**src/rtl/gate_sweep_pkg.sv**
```systemverilog
// Shared types and constants for the gate sweep controller and its settle timer.
// GOLDEN_TABLE exists only when GATE_SWEEP_CHECK_EN is defined.
package gate_sweep_pkg;

    typedef enum logic [2:0] {
        S_IDLE   = 3'd0,
        S_DRIVE  = 3'd1,
        S_SETTLE = 3'd2,
        S_SAMPLE = 3'd3,
        S_DONE   = 3'd4
    } state_t;

    localparam int IDX_W   = 5;
    localparam int TABLE_W = 1 << IDX_W;
    localparam int TIMER_W = 8;

    localparam logic [IDX_W-1:0] IDX_LAST = 5'd31;

`ifdef GATE_SWEEP_CHECK_EN
    // Nibbles sel7..sel0: NAND, AND, NOR, OR, XOR, XNOR, BUF A, NOT A
    localparam logic [TABLE_W-1:0] GOLDEN_TABLE = 32'h781E69A5;
`endif

endpackage

```
**src/rtl/gate_sweep_settle_timer.sv**
```systemverilog
// Loadable down-counter with zero flag; sets how long driven inputs settle before sampling.
module gate_sweep_settle_timer
    import gate_sweep_pkg::*;
#(
    parameter int W = TIMER_W
) (
    input  logic         clk,
    input  logic         rst,
    input  logic         load,
    input  logic         dec,
    input  logic [W-1:0] load_val,
    output logic         zero
);

    logic [W-1:0] count_reg;

    always_ff @(posedge clk) begin
        if (rst) begin
            count_reg <= '0;
        end else if (load) begin
            count_reg <= load_val;
        end else if (dec && (count_reg != '0)) begin
            count_reg <= count_reg - 1'b1;
        end
    end

    assign zero = (count_reg == '0);

endmodule

```
**src/rtl/gate_sweep_controller.sv**
```systemverilog
// Sweeps the 32 {sel,op_b,op_a} points of a gate bank and captures its truth table.
// Define GATE_SWEEP_CHECK_EN to add golden-table comparison (mismatch / mm_idx ports).
module gate_sweep_controller
    import gate_sweep_pkg::*;
#(
    parameter int SETTLE_CYCLES = 4
) (
    input  logic               clk,
    input  logic               rst,
    input  logic               start,
    input  logic               gate_in,
    output logic               op_a,
    output logic               op_b,
    output logic [2:0]         sel,
    output logic               busy,
    output logic               done,
`ifdef GATE_SWEEP_CHECK_EN
    output logic               mismatch,
    output logic [IDX_W-1:0]   mm_idx,
`endif
    output logic [TABLE_W-1:0] table_out
);

    state_t             state_reg, state_next;
    logic [IDX_W-1:0]   idx_reg;
    logic               op_a_reg, op_b_reg;
    logic [2:0]         sel_reg;
    logic               busy_reg;
    logic [TABLE_W-1:0] table_reg;

    logic accept, timer_load, timer_dec, timer_zero, sample_en, done_next;

    gate_sweep_settle_timer #(.W(TIMER_W)) u_settle_timer (
        .clk      (clk),
        .rst      (rst),
        .load     (timer_load),
        .dec      (timer_dec),
        .load_val (TIMER_W'(SETTLE_CYCLES - 1)),
        .zero     (timer_zero)
    );

    always_comb begin
        state_next = state_reg;
        accept     = 1'b0;
        timer_load = 1'b0;
        timer_dec  = 1'b0;
        sample_en  = 1'b0;
        done_next  = 1'b0;
        case (state_reg)
            S_IDLE: begin
                if (start) begin
                    accept     = 1'b1;
                    state_next = S_DRIVE;
                end
            end
            S_DRIVE: begin
                timer_load = 1'b1;
                state_next = S_SETTLE;
            end
            S_SETTLE: begin
                if (timer_zero) begin
                    state_next = S_SAMPLE;
                end else begin
                    timer_dec = 1'b1;
                end
            end
            S_SAMPLE: begin
                sample_en  = 1'b1;
                state_next = (idx_reg == IDX_LAST) ? S_DONE : S_DRIVE;
            end
            S_DONE: begin
                done_next  = 1'b1;
                state_next = S_IDLE;
            end
            default: state_next = S_IDLE;
        endcase
    end

    always_ff @(posedge clk) begin
        if (rst) begin
            state_reg <= S_IDLE;
            idx_reg   <= '0;
            op_a_reg  <= 1'b0;
            op_b_reg  <= 1'b0;
            sel_reg   <= '0;
            busy_reg  <= 1'b0;
        end else begin
            state_reg <= state_next;
            if (accept) begin
                idx_reg  <= '0;
                busy_reg <= 1'b1;
            end
            if (state_reg == S_DRIVE) begin
                {sel_reg, op_b_reg, op_a_reg} <= idx_reg;
            end
            // idx stops at 31; leaving the sweep is handled by the DONE transition
            if (sample_en && (idx_reg != IDX_LAST)) begin
                idx_reg <= idx_reg + 1'b1;
            end
            if (done_next) begin
                busy_reg <= 1'b0;
            end
        end
    end

    // One capture flop per table entry, written only when the sweep samples its index
    generate
        for (genvar gi = 0; gi < TABLE_W; gi++) begin : g_table
            always_ff @(posedge clk) begin
                if (rst || accept) begin
                    table_reg[gi] <= 1'b0;
                end else if (sample_en && (idx_reg == IDX_W'(gi))) begin
                    table_reg[gi] <= gate_in;
                end
            end
        end
    endgenerate

`ifdef GATE_SWEEP_CHECK_EN
    logic             mismatch_reg;
    logic [IDX_W-1:0] mm_idx_reg;

    always_ff @(posedge clk) begin
        if (rst || accept) begin
            mismatch_reg <= 1'b0;
            mm_idx_reg   <= '0;
        end else if (sample_en && !mismatch_reg && (gate_in != GOLDEN_TABLE[idx_reg])) begin
            mismatch_reg <= 1'b1;
            mm_idx_reg   <= idx_reg;
        end
    end

    assign mismatch = mismatch_reg;
    assign mm_idx   = mm_idx_reg;
`endif

    assign op_a      = op_a_reg;
    assign op_b      = op_b_reg;
    assign sel       = sel_reg;
    assign busy      = busy_reg;
    assign done      = done_next;
    assign table_out = table_reg;

endmodule

```
**config.mk**
```make
export PLATFORM = sky130hd
export DESIGN_NAME = gate_sweep_controller
export DESIGN_NICKNAME = d
export VERILOG_FILES = /design/src/rtl/gate_sweep_pkg.sv /design/src/rtl/gate_sweep_settle_timer.sv /design/src/rtl/gate_sweep_controller.sv
export SDC_FILE = /design/constraint.sdc
export NUM_CORES = 1
export LEC_CHECK = 0
export ABC_AREA = 1
export CORE_UTILIZATION = 45
export DETAILED_ROUTE_END_ITERATION = 16
export GPL_TIMING_DRIVEN = 1
export PLACE_DENSITY = 0.72
export SLEW_MARGIN = 5
export SYNTH_ARGS = -nofsm -noshare
export SYNTH_HDL_FRONTEND = slang
export SYNTH_SLANG_ARGS = --single-unit
```
**constraint.sdc**
```tcl
create_clock -name clk -period 1.5 [get_ports clk]
set_input_delay 0.15 -clock clk [delete_from_list [all_inputs] [get_ports clk]]
set_output_delay 0.15 -clock clk [all_outputs]
set_load 0.005 [all_outputs]
```
==> results of run 1 <==
-- placed cells by master (no fill, tap or decap), types with 3 or more instances in the layout --
cell,count
sky130_fd_sc_hd__a21oi_1,46
sky130_fd_sc_hd__buf_12,4
sky130_fd_sc_hd__buf_4,16
sky130_fd_sc_hd__clkbuf_8,5
sky130_fd_sc_hd__clkdlybuf4s50_1,41
sky130_fd_sc_hd__dfxtp_1,52
sky130_fd_sc_hd__ha_1,5
sky130_fd_sc_hd__ha_2,3
sky130_fd_sc_hd__inv_1,38
sky130_fd_sc_hd__nand2_1,89
sky130_fd_sc_hd__nand3_1,34
sky130_fd_sc_hd__nor2_1,34
sky130_fd_sc_hd__nor2_2,7
sky130_fd_sc_hd__nor2_4,4
sky130_fd_sc_hd__nor3_1,6
sky130_fd_sc_hd__o21ai_0,10
-- what timing repair did --
action / 4_1_cts / 5_1_grt
pin swaps: 1 / 2
hold endpoints to repair: 0 / 0
setup endpoints to repair: 2 / 21
gates resized for setup: 5 / 15
setup buffers: 2 / 0
-- per-stage QoR --
stage	hold WS (ns)	power, mW	std cells	cell area [sq um]
after floorplan	0.360	2.49	363	2580
after global placement	0.434	2.79	480	3160
after detailed placement	0.437	2.81	480	3160
after CTS	0.451	3.81	490	3300
after global routing	0.475	4.05	490	3330
final	0.446	3.80	490	3330
-- power groups by stage --
stage	sequential (mW)	combinational, mW	clock (mW)
after detailed placement	1.69	1.12	0
final	1.66	1.17	0.974
after global placement	1.68	1.11	0
after global routing	1.68	1.31	1.07
after CTS	1.66	1.14	1.01
after floorplan	1.68	0.811	0
-- worst paths after layout --
check                     startpoint                      end  slack (ns)  cells past startpoint
max          idx_reg[0]$_SDFFE_PP0P_  idx_reg[4]$_SDFFE_PP0P_        0.06                      9
max reg2reg  idx_reg[0]$_SDFFE_PP0P_  idx_reg[4]$_SDFFE_PP0P_        0.06                      9
min                op_b$_SDFFE_PP0P_        op_b$_SDFFE_PP0P_        0.45                      2
min reg2reg        op_b$_SDFFE_PP0P_        op_b$_SDFFE_PP0P_        0.45                      2
-- layer usage --
layer | up-vias | global-route usage
met5 | - | 0
met4 | 0 | 0.0604
met3 | 8 | 0.0459
met2 | 60 | 0.322
met1 | 1072 | 0.277
li1 | 1270 | -
-- cells by family (layout without fill, tap and decap cells) --
group / count (synthesis) / count (layout) / synth area share
simple gates: 183 / 183 / 0.309
compound gates: 59 / 59 / 0.117
buf+inv: 55 / 110 / 0.101
flops: 54 / 54 / 0.420
fa+ha+maj: 8 / 8 / 0.0389
xor+xnor: 4 / 4 / 0.0136
-- cell type report --
type | instances | area (sq um)
clock buffers | 6 | 72.6
flip-flops and latches | 54 | 1080
repair buffers | 62 | 619
inverters | 40 | 150
clock inverters | 2 | 37.5
well taps | 72 | 90.1
multi-input cells | 254 | 1280
fillers | 493 | 2170
-- worst max-delay path, delay by kind of cell (launching register included) --
kind / cells / cell delay [ns]
AO/OA/AOI/OAI: 1 / 0.17
flip-flops: 1 / 0.33
AND/OR/NAND/NOR: 5 / 0.39
buffers and inverters: 1 / 0.08
adder cells (fa/ha/maj): 2 / 0.38
==> results.ini, run 1 <==
[detailed_routing]
drtIter0Drc = 136
drt.antenna.violating_nets = 0
top_layer_used = met4
wire_per_inst_um = 11.7
remaining_drc_errors = 0
detailroute.wirelength.met2_um = 2650
drt_first_pass_iters = 4
drt_wl_total_um = 5720
met3_routed_length_um = 281
m1WireLength_um = 2720
vias = 2410
detail_route.vias_per_cell = 4.92

[critical_path]
timing.critical_path.required_ns = 1.70
cp_data_arrival_time_ns = 1.65
timing.critical_path.slowest_stage_cell = sky130_fd_sc_hd__dfxtp_1
maximum_fanout_count_along_the_critical_path = 5
setup.worst_path.class = reg2reg
critical_path.endpoint_type = flip-flop
critPathLaunchType = flip-flop
worstPathCellList = ha_2, nand2_2, nor2_4, ha_2, nor2_4, inv_2, nand2_1, nor2_1, o21a_1
critical_path.max_stage_delay_ns = 0.33

[pwr]
net-switching-power_mw = 1.25
power.share.sequential = 0.437
power_density_nw_per_um2 = 1140
power.leakage_nw = 1.24
power.share.clock = 0.256
internal_power_mw = 2.55
irDropWorstVdd_mv = 0.575
combinationalPowerShare = 0.307
switching_share = 0.329

[global_route]
grtUsageTotal = 0.204
global_route.overflow_total = 0
largest_net_degree_at_the_start_of_global_routing = 27
antenna_found_initial = 0
wire_length_of_the_first_global_routing_pass_um = 9810
grt_pass1_vias = 2166

[synth]
yosys_register_bits = 54
synthesis.instances = 363
ys_async_sr_fraction = 0
ys_types = 25
mappedNetlistNets = 375
number_of_flops_mapped_to_enable_cells_by_yosys = 0
post_synth_main_area_contributors = sky130_fd_sc_hd__dfxtp_1 (42%), sky130_fd_sc_hd__nand2_1 (13%), sky130_fd_sc_hd__a21oi_1 (8.9%)
synth_top_cell_by_area = sky130_fd_sc_hd__dfxtp_1
most_used_flip_flop_cell_after_synthesis = sky130_fd_sc_hd__dfxtp_1
yosysSeqAreaShare = 0.420
ys_top_cells_by_count = sky130_fd_sc_hd__nand2_1 (90), sky130_fd_sc_hd__dfxtp_1 (54), sky130_fd_sc_hd__a21oi_1 (46), sky130_fd_sc_hd__nor2_1 (42), sky130_fd_sc_hd__inv_1 (39)
ys_warn_count = 0
post_synth.cell_area_avg_sq_um = 7.09
synthMostInstantiatedCell = sky130_fd_sc_hd__nand2_1
netlist_area_sq_um = 2570
post-synth-top-area-fraction = 0.420

[floorplanning]
die_h_um = 77.6
io_pins = 43
placementRows = 27
effective_utilization_at_floorplan = 0.467
dieArea_sq_um = 6020
dieWidth_um = 77.6
floorplan.core_area_sq_um = 5510

[timing]
max_freq_ghz = 0.692
finalHoldViolations = 0
finalSetupTns_ns = 0
tightestPinTransition_ns = 0.307
headroom_to_the_max_slew_limit = 0.795
unrepaired_setup_endpoints_after_global_routing = yes
final-max-slew-violation-count = 0
fin_ws_ns = 0.0557
layout_worst_path_cycle_share = 0.963
post-route-min-period_ns = 1.44
setup_violations = 0
clock_skew_ns = 0.00827

[finish]
largest_reg_flops = 32
design.final.nets = 429
drive_above_1_share = 0.122
area.growth.synth_to_final_pct = 29.6
antenna-diode-count = 0
post_layout_util = 0.606

[cts]
numClockSinks = 54
clock_latency_ns = 0.31
cts_root_buf = sky130_fd_sc_hd__clkbuf_8
clk_path_buf_depth = 2
cts_tree = done
cts.clk_slew.worst_paths_ns = 0.10
numCtsBuffers = 5
htreeDepth = 2
post_cts_hold_buffer_count = 0

[job]
drv.max_cap_violation_count = 0

[placement]
post-dp-hpwl_um = 4100
gp_congestion = 0.881
dp_worst_setup_slack_ns = 0.0203
placement.io_buffers = 42

[run_status]
status = completed

[min_path]
hold_path_class = reg2reg

(Power assumes the default switching activity.)
==> run 2: changes to the inputs <==
- CAP_MARGIN: default -> 20
- CORE_MARGIN: default -> 2
- CORE_UTILIZATION: 45 -> 48
- PLACE_DENSITY: 0.72 -> 0.76
==> run 2 against run 1 <==
- clock skew decreased by 0.0046 ns
- clock power decreased by 15%
- register-to-register slack improved by 0.03 ns
- sequential share of layout area decreased by 0.20 points
- sequential power about the same
==> results.ini, run 2 (synthesis results as in run 1) <==
[run_status]
status = completed  ; unchanged

[detailed_routing]
drtIter0Drc = 121  ; was 136
remaining_drc_errors = 0  ; unchanged
detailroute.wirelength.met2_um = 2880  ; was 2650 um
vias = 2433  ; was 2410
drt_wl_total_um = 5930  ; was 5720 um
drt.antenna.violating_nets = 0  ; unchanged
detail_route.vias_per_cell = 4.91  ; was 4.92
drt_first_pass_iters = 4  ; unchanged
top_layer_used = met4  ; unchanged
m1WireLength_um = 2700  ; was 2720 um
wire_per_inst_um = 12.0  ; was 11.7 um
met3_routed_length_um = 292  ; was 281 um

[finish]
antenna-diode-count = 0  ; unchanged
commonest_non_fill_non_tap_cell_in_the_layout = sky130_fd_sc_hd__nand2_1  ; unchanged
largest_reg_flops = 32  ; unchanged
stdcell_area_sq_um = 3370  ; was 3330 sq um
post_layout_util = 0.655  ; was 0.606
layout.area.seq_sq_um = 1090  ; was 1080 sq um
filler_cell_count = 467  ; was 493
drive_above_1_share = 0.150  ; was 0.122
layout.cells.most_common_list = sky130_fd_sc_hd__nand2_1 (88), sky130_fd_sc_hd__dfxtp_1 (49), sky130_fd_sc_hd__a21oi_1 (46), sky130_fd_sc_hd__clkdlybuf4s50_1 (41), sky130_fd_sc_hd__inv_1 (36)  ; was sky130_fd_sc_hd__nand2_1 (89), sky130_fd_sc_hd__dfxtp_1 (52), sky130_fd_sc_hd__a21oi_1 (46), sky130_fd_sc_hd__clkdlybuf4s50_1 (41), sky130_fd_sc_hd__inv_1 (38)
area.growth.synth_to_final_pct = 30.9  ; was 29.6%
area_of_the_multi_input_gates_sq_um = 1300  ; was 1280 sq um
design.final.nets = 437  ; was 429

[floorplanning]
floorplan.core_area_sq_um = 5140  ; was 5510 sq um
dieArea_sq_um = 5960  ; was 6020 sq um
placementRows = 26  ; was 27
effective_utilization_at_floorplan = 0.500  ; was 0.467
dieWidth_um = 77.2  ; was 77.6 um
io_pins = 43  ; unchanged
die_h_um = 77.2  ; was 77.6 um

[timing]
final-max-slew-violation-count = 0  ; unchanged
finalSetupTns_ns = 0  ; unchanged
fin_ws_ns = 0.0810  ; was 0.0557 ns
holdWs_ns = 0.452  ; was 0.446 ns
unrepaired_setup_endpoints_after_global_routing = yes  ; unchanged
headroom_to_the_max_slew_limit = 0.762  ; was 0.795
post-route-min-period_ns = 1.42  ; was 1.44 ns
setup_violations = 0  ; unchanged
tightestPinTransition_ns = 0.356  ; was 0.307 ns
finalHoldViolations = 0  ; unchanged
clock_skew_ns = 0.00366  ; was 0.00827 ns
layout_worst_path_cycle_share = 0.946  ; was 0.963
max_freq_ghz = 0.705  ; was 0.692 GHz

[critical_path]
crit_buf_inv = 1  ; unchanged
worstPathCellList = ha_2, nand2_2, nor2_4, ha_4, nor2_4, inv_2, nand2_2, nor2_1, o21a_1  ; was ha_2, nand2_2, nor2_4, ha_2, nor2_4, inv_2, nand2_1, nor2_1, o21a_1
cpLargestDelayFamily = simple AND/OR/NAND/NOR gates  ; unchanged
critPathLaunchType = flip-flop  ; unchanged
maximum_fanout_count_along_the_critical_path = 5  ; unchanged
timing.critical_path.required_ns = 1.71  ; was 1.70 ns
cp_data_arrival_time_ns = 1.63  ; was 1.65 ns
critical_path.max_stage_delay_ns = 0.34  ; was 0.33 ns
critical_path.endpoint_type = flip-flop  ; unchanged
timing.critical_path.slowest_stage_cell = sky130_fd_sc_hd__dfxtp_2  ; was sky130_fd_sc_hd__dfxtp_1
setup.worst_path.class = reg2reg  ; unchanged

[global_route]
wire_length_of_the_first_global_routing_pass_um = 10100  ; was 9810 um
largest_net_degree_at_the_start_of_global_routing = 27  ; unchanged
grtUsageTotal = 0.205  ; was 0.204
antenna_found_initial = 0  ; unchanged
grt_pass1_vias = 2300  ; was 2166
global_route.overflow_total = 0  ; unchanged

[pwr]
power.share.clock = 0.225  ; was 0.256
power_density_nw_per_um2 = 1100  ; was 1140 nW/um^2
combinationalPowerShare = 0.327  ; was 0.307
net-switching-power_mw = 1.25  ; about the same
internal_power_mw = 2.45  ; was 2.55 mW
power.share.sequential = 0.449  ; was 0.437
power.leakage_nw = 1.26  ; was 1.24 nW
switching_share = 0.337  ; was 0.329
irDropWorstVdd_mv = 0.512  ; was 0.575 mV

[cts]
clk_path_buf_depth = 2  ; unchanged
numCtsBuffers = 5  ; unchanged
numClockSinks = 54  ; unchanged
htreeDepth = 2  ; unchanged
post_cts_hold_buffer_count = 0  ; unchanged
clock_latency_ns = 0.30  ; was 0.31 ns
cts.clk_slew.worst_paths_ns = 0.09  ; was 0.10 ns
cts_tree = done  ; unchanged
cts_root_buf = sky130_fd_sc_hd__clkbuf_8  ; unchanged

[placement]
post-dp-hpwl_um = 4360  ; was 4100 um
placement.io_buffers = 42  ; unchanged
dp_worst_setup_slack_ns = 0.0281  ; was 0.0203 ns
dpl_cell_area_sq_um = 3210  ; was 3160 sq um
gp_congestion = 0.881  ; about the same

[job]
drv.max_cap_violation_count = 0  ; unchanged

[min_path]
hold_path_class = reg2reg  ; unchanged

==> run 2: worst min-delay path, stage by stage (launching register included) <==
cell and delay (ns):
sky130_fd_sc_hd__dfxtp_1 0.32, sky130_fd_sc_hd__inv_1 0.05, sky130_fd_sc_hd__a21oi_1 0.05
==> run 2: area by class of cell <==
type | instances | share of cell area
timing repair buffer | 70 | 0.194
sequential | 54 | 0.323
multi-input combinational | 254 | 0.385
clock inverter | 1 | 0.00149
clock buffer | 7 | 0.0256
tap | 70 | 0.0260
inverter | 40 | 0.0446
==> run 2: worst paths after layout <==
check                                from                       to  slack [ns]  depth (start not counted)
setup / recovery  idx_reg[0]$_SDFFE_PP0P_  idx_reg[4]$_SDFFE_PP0P_        0.08                          9
hold / removal          op_a$_SDFFE_PP0P_        op_a$_SDFFE_PP0P_        0.45                          2
setup reg to reg  idx_reg[0]$_SDFFE_PP0P_  idx_reg[4]$_SDFFE_PP0P_        0.08                          9
hold reg to reg         op_a$_SDFFE_PP0P_        op_a$_SDFFE_PP0P_        0.45                          2
==> run 2: repair_timing <==
action	CTS	global route
endpoints found under the setup margin	1	39
setup buffers	0	0
pin swaps	1	3
gates resized for setup	3	23
==> run 2: through the flow <==
step,total power [mW],instances
after floorplan,2.49,363
after detailed placement,2.86,488
after global placement,2.83,488
after global routing,3.95,496
after CTS,3.68,496
final,3.70,496
==> run 2: metal layers <==
layer | global-route usage | vias to the layer above
met5 | 0 | -
met1 | 0.259 | 1100
met2 | 0.346 | 50
met4 | 0.0589 | 0
met3 | 0.0529 | 5
li1 | - | 1278
==> run 2: power by group through the flow <==
stage | clock, mW | combinational (mW) | sequential, mW
final | 0.832 | 1.21 | 1.66
after global routing | 0.897 | 1.36 | 1.68
after CTS | 0.847 | 1.18 | 1.66
after detailed placement | 0 | 1.17 | 1.69
after global placement | 0 | 1.15 | 1.68
after floorplan | 0 | 0.811 | 1.68
==> run 3: changes to the inputs <==
- CORE_ASPECT_RATIO: default -> 0.5
- CORE_MARGIN: 2 -> default
==> run 3 against run 2 <==
- setup slack worse by 0.073 ns
- global-route usage increased by 1.5 points
- clock power rose by 2.4%
- maximum frequency fell by 4.9%
- cell area fell by 1.9%
- via count is 0.49% higher
- routed wire length up 4.5%
- first-iteration DRC count fell by 20%
- critical path depth decreased by 6
- combinational power about the same
- non-clock buffer count down 7
- total power grew 1.2%
==> results.ini, run 3 (synthesis results as in run 1) <==
[detailed_routing]
detail_route.vias_per_cell = 4.99  ; was 4.91
wire_per_inst_um = 12.6  ; was 12.0 um
drt.antenna.violating_nets = 0  ; unchanged
drt_wl_total_um = 6200  ; was 5930 um
drt_first_pass_iters = 4  ; unchanged
remaining_drc_errors = 0  ; unchanged
drtIter0Drc = 97  ; was 121
vias = 2445  ; was 2433

[min_path]
hold_path_class = reg2reg  ; unchanged

[floorplanning]
dieWidth_um = 106  ; was 77.2 um
effective_utilization_at_floorplan = 0.510  ; was 0.500
floorplan.core_area_sq_um = 5040  ; was 5140 sq um
dieArea_sq_um = 5670  ; was 5960 sq um
die_h_um = 53.8  ; was 77.2 um
placementRows = 18  ; was 26
io_pins = 43  ; unchanged

[timing]
holdWs_ns = 0.450  ; was 0.452 ns
finalHoldViolations = 0  ; unchanged
max_freq_ghz = 0.670  ; was 0.705 GHz
unrepaired_setup_endpoints_after_global_routing = yes  ; unchanged
tightestPinTransition_ns = 0.345  ; was 0.356 ns
final-max-slew-violation-count = 0  ; unchanged
post-route-min-period_ns = 1.49  ; was 1.42 ns
setup_violations = 0  ; unchanged
headroom_to_the_max_slew_limit = 0.769  ; was 0.762
clock_skew_ns = 0.00758  ; was 0.00366 ns
layout_worst_path_cycle_share = 0.995  ; was 0.946
finalSetupTns_ns = 0  ; unchanged

[pwr]
power.leakage_nw = 1.24  ; was 1.26 nW
post_layout_total_power_mw = 3.74  ; was 3.70 mW
power_density_nw_per_um2 = 1130  ; was 1100 nW/um^2
irDropWorstVdd_mv = 0.641  ; was 0.512 mV

[critical_path]
cp_data_arrival_time_ns = 1.34  ; was 1.63 ns
maximum_fanout_count_along_the_critical_path = 3  ; was 5
setup.worst_path.class = reg2out  ; was reg2reg
r2r_setup_slack_ns = 0.05  ; was 0.08 ns
critPathLaunchType = flip-flop  ; unchanged
timing.critical_path.required_ns = 1.35  ; was 1.71 ns
critical_path.endpoint_type = primary output  ; was flip-flop

[finish]
antenna-diode-count = 0  ; unchanged
largest_reg_flops = 32  ; unchanged
final-instance-count-excl-fill = 490  ; was 496
design.final.nets = 431  ; was 437
drive_above_1_share = 0.129  ; was 0.150
area.growth.synth_to_final_pct = 28.4  ; was 30.9%
filler_cell_count = 465  ; was 467
layout.cells.most_common_list = sky130_fd_sc_hd__nand2_1 (88), sky130_fd_sc_hd__dfxtp_1 (51), sky130_fd_sc_hd__a21oi_1 (46), sky130_fd_sc_hd__clkdlybuf4s50_1 (41), sky130_fd_sc_hd__inv_1 (38)  ; was sky130_fd_sc_hd__nand2_1 (88), sky130_fd_sc_hd__dfxtp_1 (49), sky130_fd_sc_hd__a21oi_1 (46), sky130_fd_sc_hd__clkdlybuf4s50_1 (41), sky130_fd_sc_hd__inv_1 (36)
commonest_non_fill_non_tap_cell_in_the_layout = sky130_fd_sc_hd__nand2_1  ; unchanged

[cts]
htreeDepth = 2  ; unchanged
post_cts_hold_buffer_count = 0  ; unchanged
cts.clk_slew.worst_paths_ns = 0.10  ; was 0.09 ns
numClockSinks = 54  ; unchanged
numCtsBuffers = 5  ; unchanged
cts_root_buf = sky130_fd_sc_hd__clkbuf_8  ; unchanged
cts_tree = done  ; unchanged
clock_latency_ns = 0.31  ; was 0.30 ns
clk_path_buf_depth = 2  ; unchanged

[global_route]
grt_pass1_vias = 2279  ; was 2300
grtUsageTotal = 0.220  ; was 0.205
wire_length_of_the_first_global_routing_pass_um = 9830  ; was 10100 um
antenna_found_initial = 0  ; unchanged
largest_net_degree_at_the_start_of_global_routing = 30  ; was 27
global_route.overflow_total = 0  ; unchanged

[run_status]
status = completed  ; unchanged

[placement]
gp_congestion = 0.874  ; was 0.881
placement.io_buffers = 42  ; unchanged
post-dp-hpwl_um = 4490  ; was 4360 um
dp.cells = 480  ; was 488

[job]
drv.max_cap_violation_count = 0  ; unchanged

## run 3: changes by cell type in the layout (fill, tap and decap cells not counted), moves of 2 or more
cell / change
sky130_fd_sc_hd__nor2_1: +2
sky130_fd_sc_hd__dfxtp_1: +2
sky130_fd_sc_hd__nor2_4: -2
sky130_fd_sc_hd__buf_4: -7
sky130_fd_sc_hd__nor3_1: -2
sky130_fd_sc_hd__inv_2: -2
sky130_fd_sc_hd__dfxtp_2: -2
sky130_fd_sc_hd__nor3_2: +2
sky130_fd_sc_hd__inv_1: +2
## run 3: path summary, 6_finish.rpt
path,start,endpoint,cells past startpoint
hold reg to reg,sel[0]$_SDFFE_PP0P_,sel[0]$_SDFFE_PP0P_,2
setup / recovery,state_reg[2]$_SDFFE_PP0P_,done,3
setup reg to reg,idx_reg[0]$_SDFFE_PP0P_,idx_reg[4]$_SDFFE_PP0P_,9
hold / removal,sel[0]$_SDFFE_PP0P_,sel[0]$_SDFFE_PP0P_,2
## run 3: report_power, final
part | total, mW | leakage [nW] | switching [mW] | internal (mW)
combinational | 1.22 | 0.749 | 0.727 | 0.497
clock | 0.852 | 0.0482 | 0.478 | 0.374
sequential | 1.67 | 0.438 | 0.115 | 1.55
total | 3.74 | 1.24 | 1.32 | 2.42
## run 3: what timing repair did
action	4_1_cts	5_1_grt
gates cloned	0	1
setup endpoints to repair	1	46
setup buffers	0	1
gates resized for setup	3	16
pin swaps	1	3
## run 3: final cells by class
cell class	instances	area [sq um]	area share
Multi-Input combinational cell	255	1290	0.390
Sequential cell	54	1080	0.328
Timing Repair Buffer	63	602	0.182
Inverter	40	150	0.0455
Tap cell	70	87.6	0.0265
Clock buffer	7	86.3	0.0261
Clock inverter	1	5.00	0.00152
## run 3: metal layers
metal / up-vias / track usage / routed length, um / part of all wire
li1: 1265 / - / - / -
met2: 38 / 0.390 / 2980 / 0.48
met1: 1137 / 0.280 / 3010 / 0.49
met5: - / 0 / 0 / 0
met4: 0 / 0.0671 / 38 / 0.0061
met3: 5 / 0.0436 / 176 / 0.028
## run 3: worst max-delay path: stages, from the launching register on
cell and delay, ns:
sky130_fd_sc_hd__dfxtp_2 0.38, sky130_fd_sc_hd__inv_1 0.12, sky130_fd_sc_hd__nor3_2 0.26, sky130_fd_sc_hd__dlygate4sd2_1 0.27
## run 3: per-stage QoR
step / utilization / cell area [sq um] / setup slack [ns]
2_1_floorplan: - / 2580 / 0.00968
3_3_place_gp: 0.625 / 3150 / 0.0560
3_5_place_dp: 0.625 / 3150 / 0.0141
4_1_cts: 0.644 / 3250 / 0.00498
5_1_grt: 0.655 / 3300 / -0.0381
6_report: 0.655 / 3300 / 0.00768
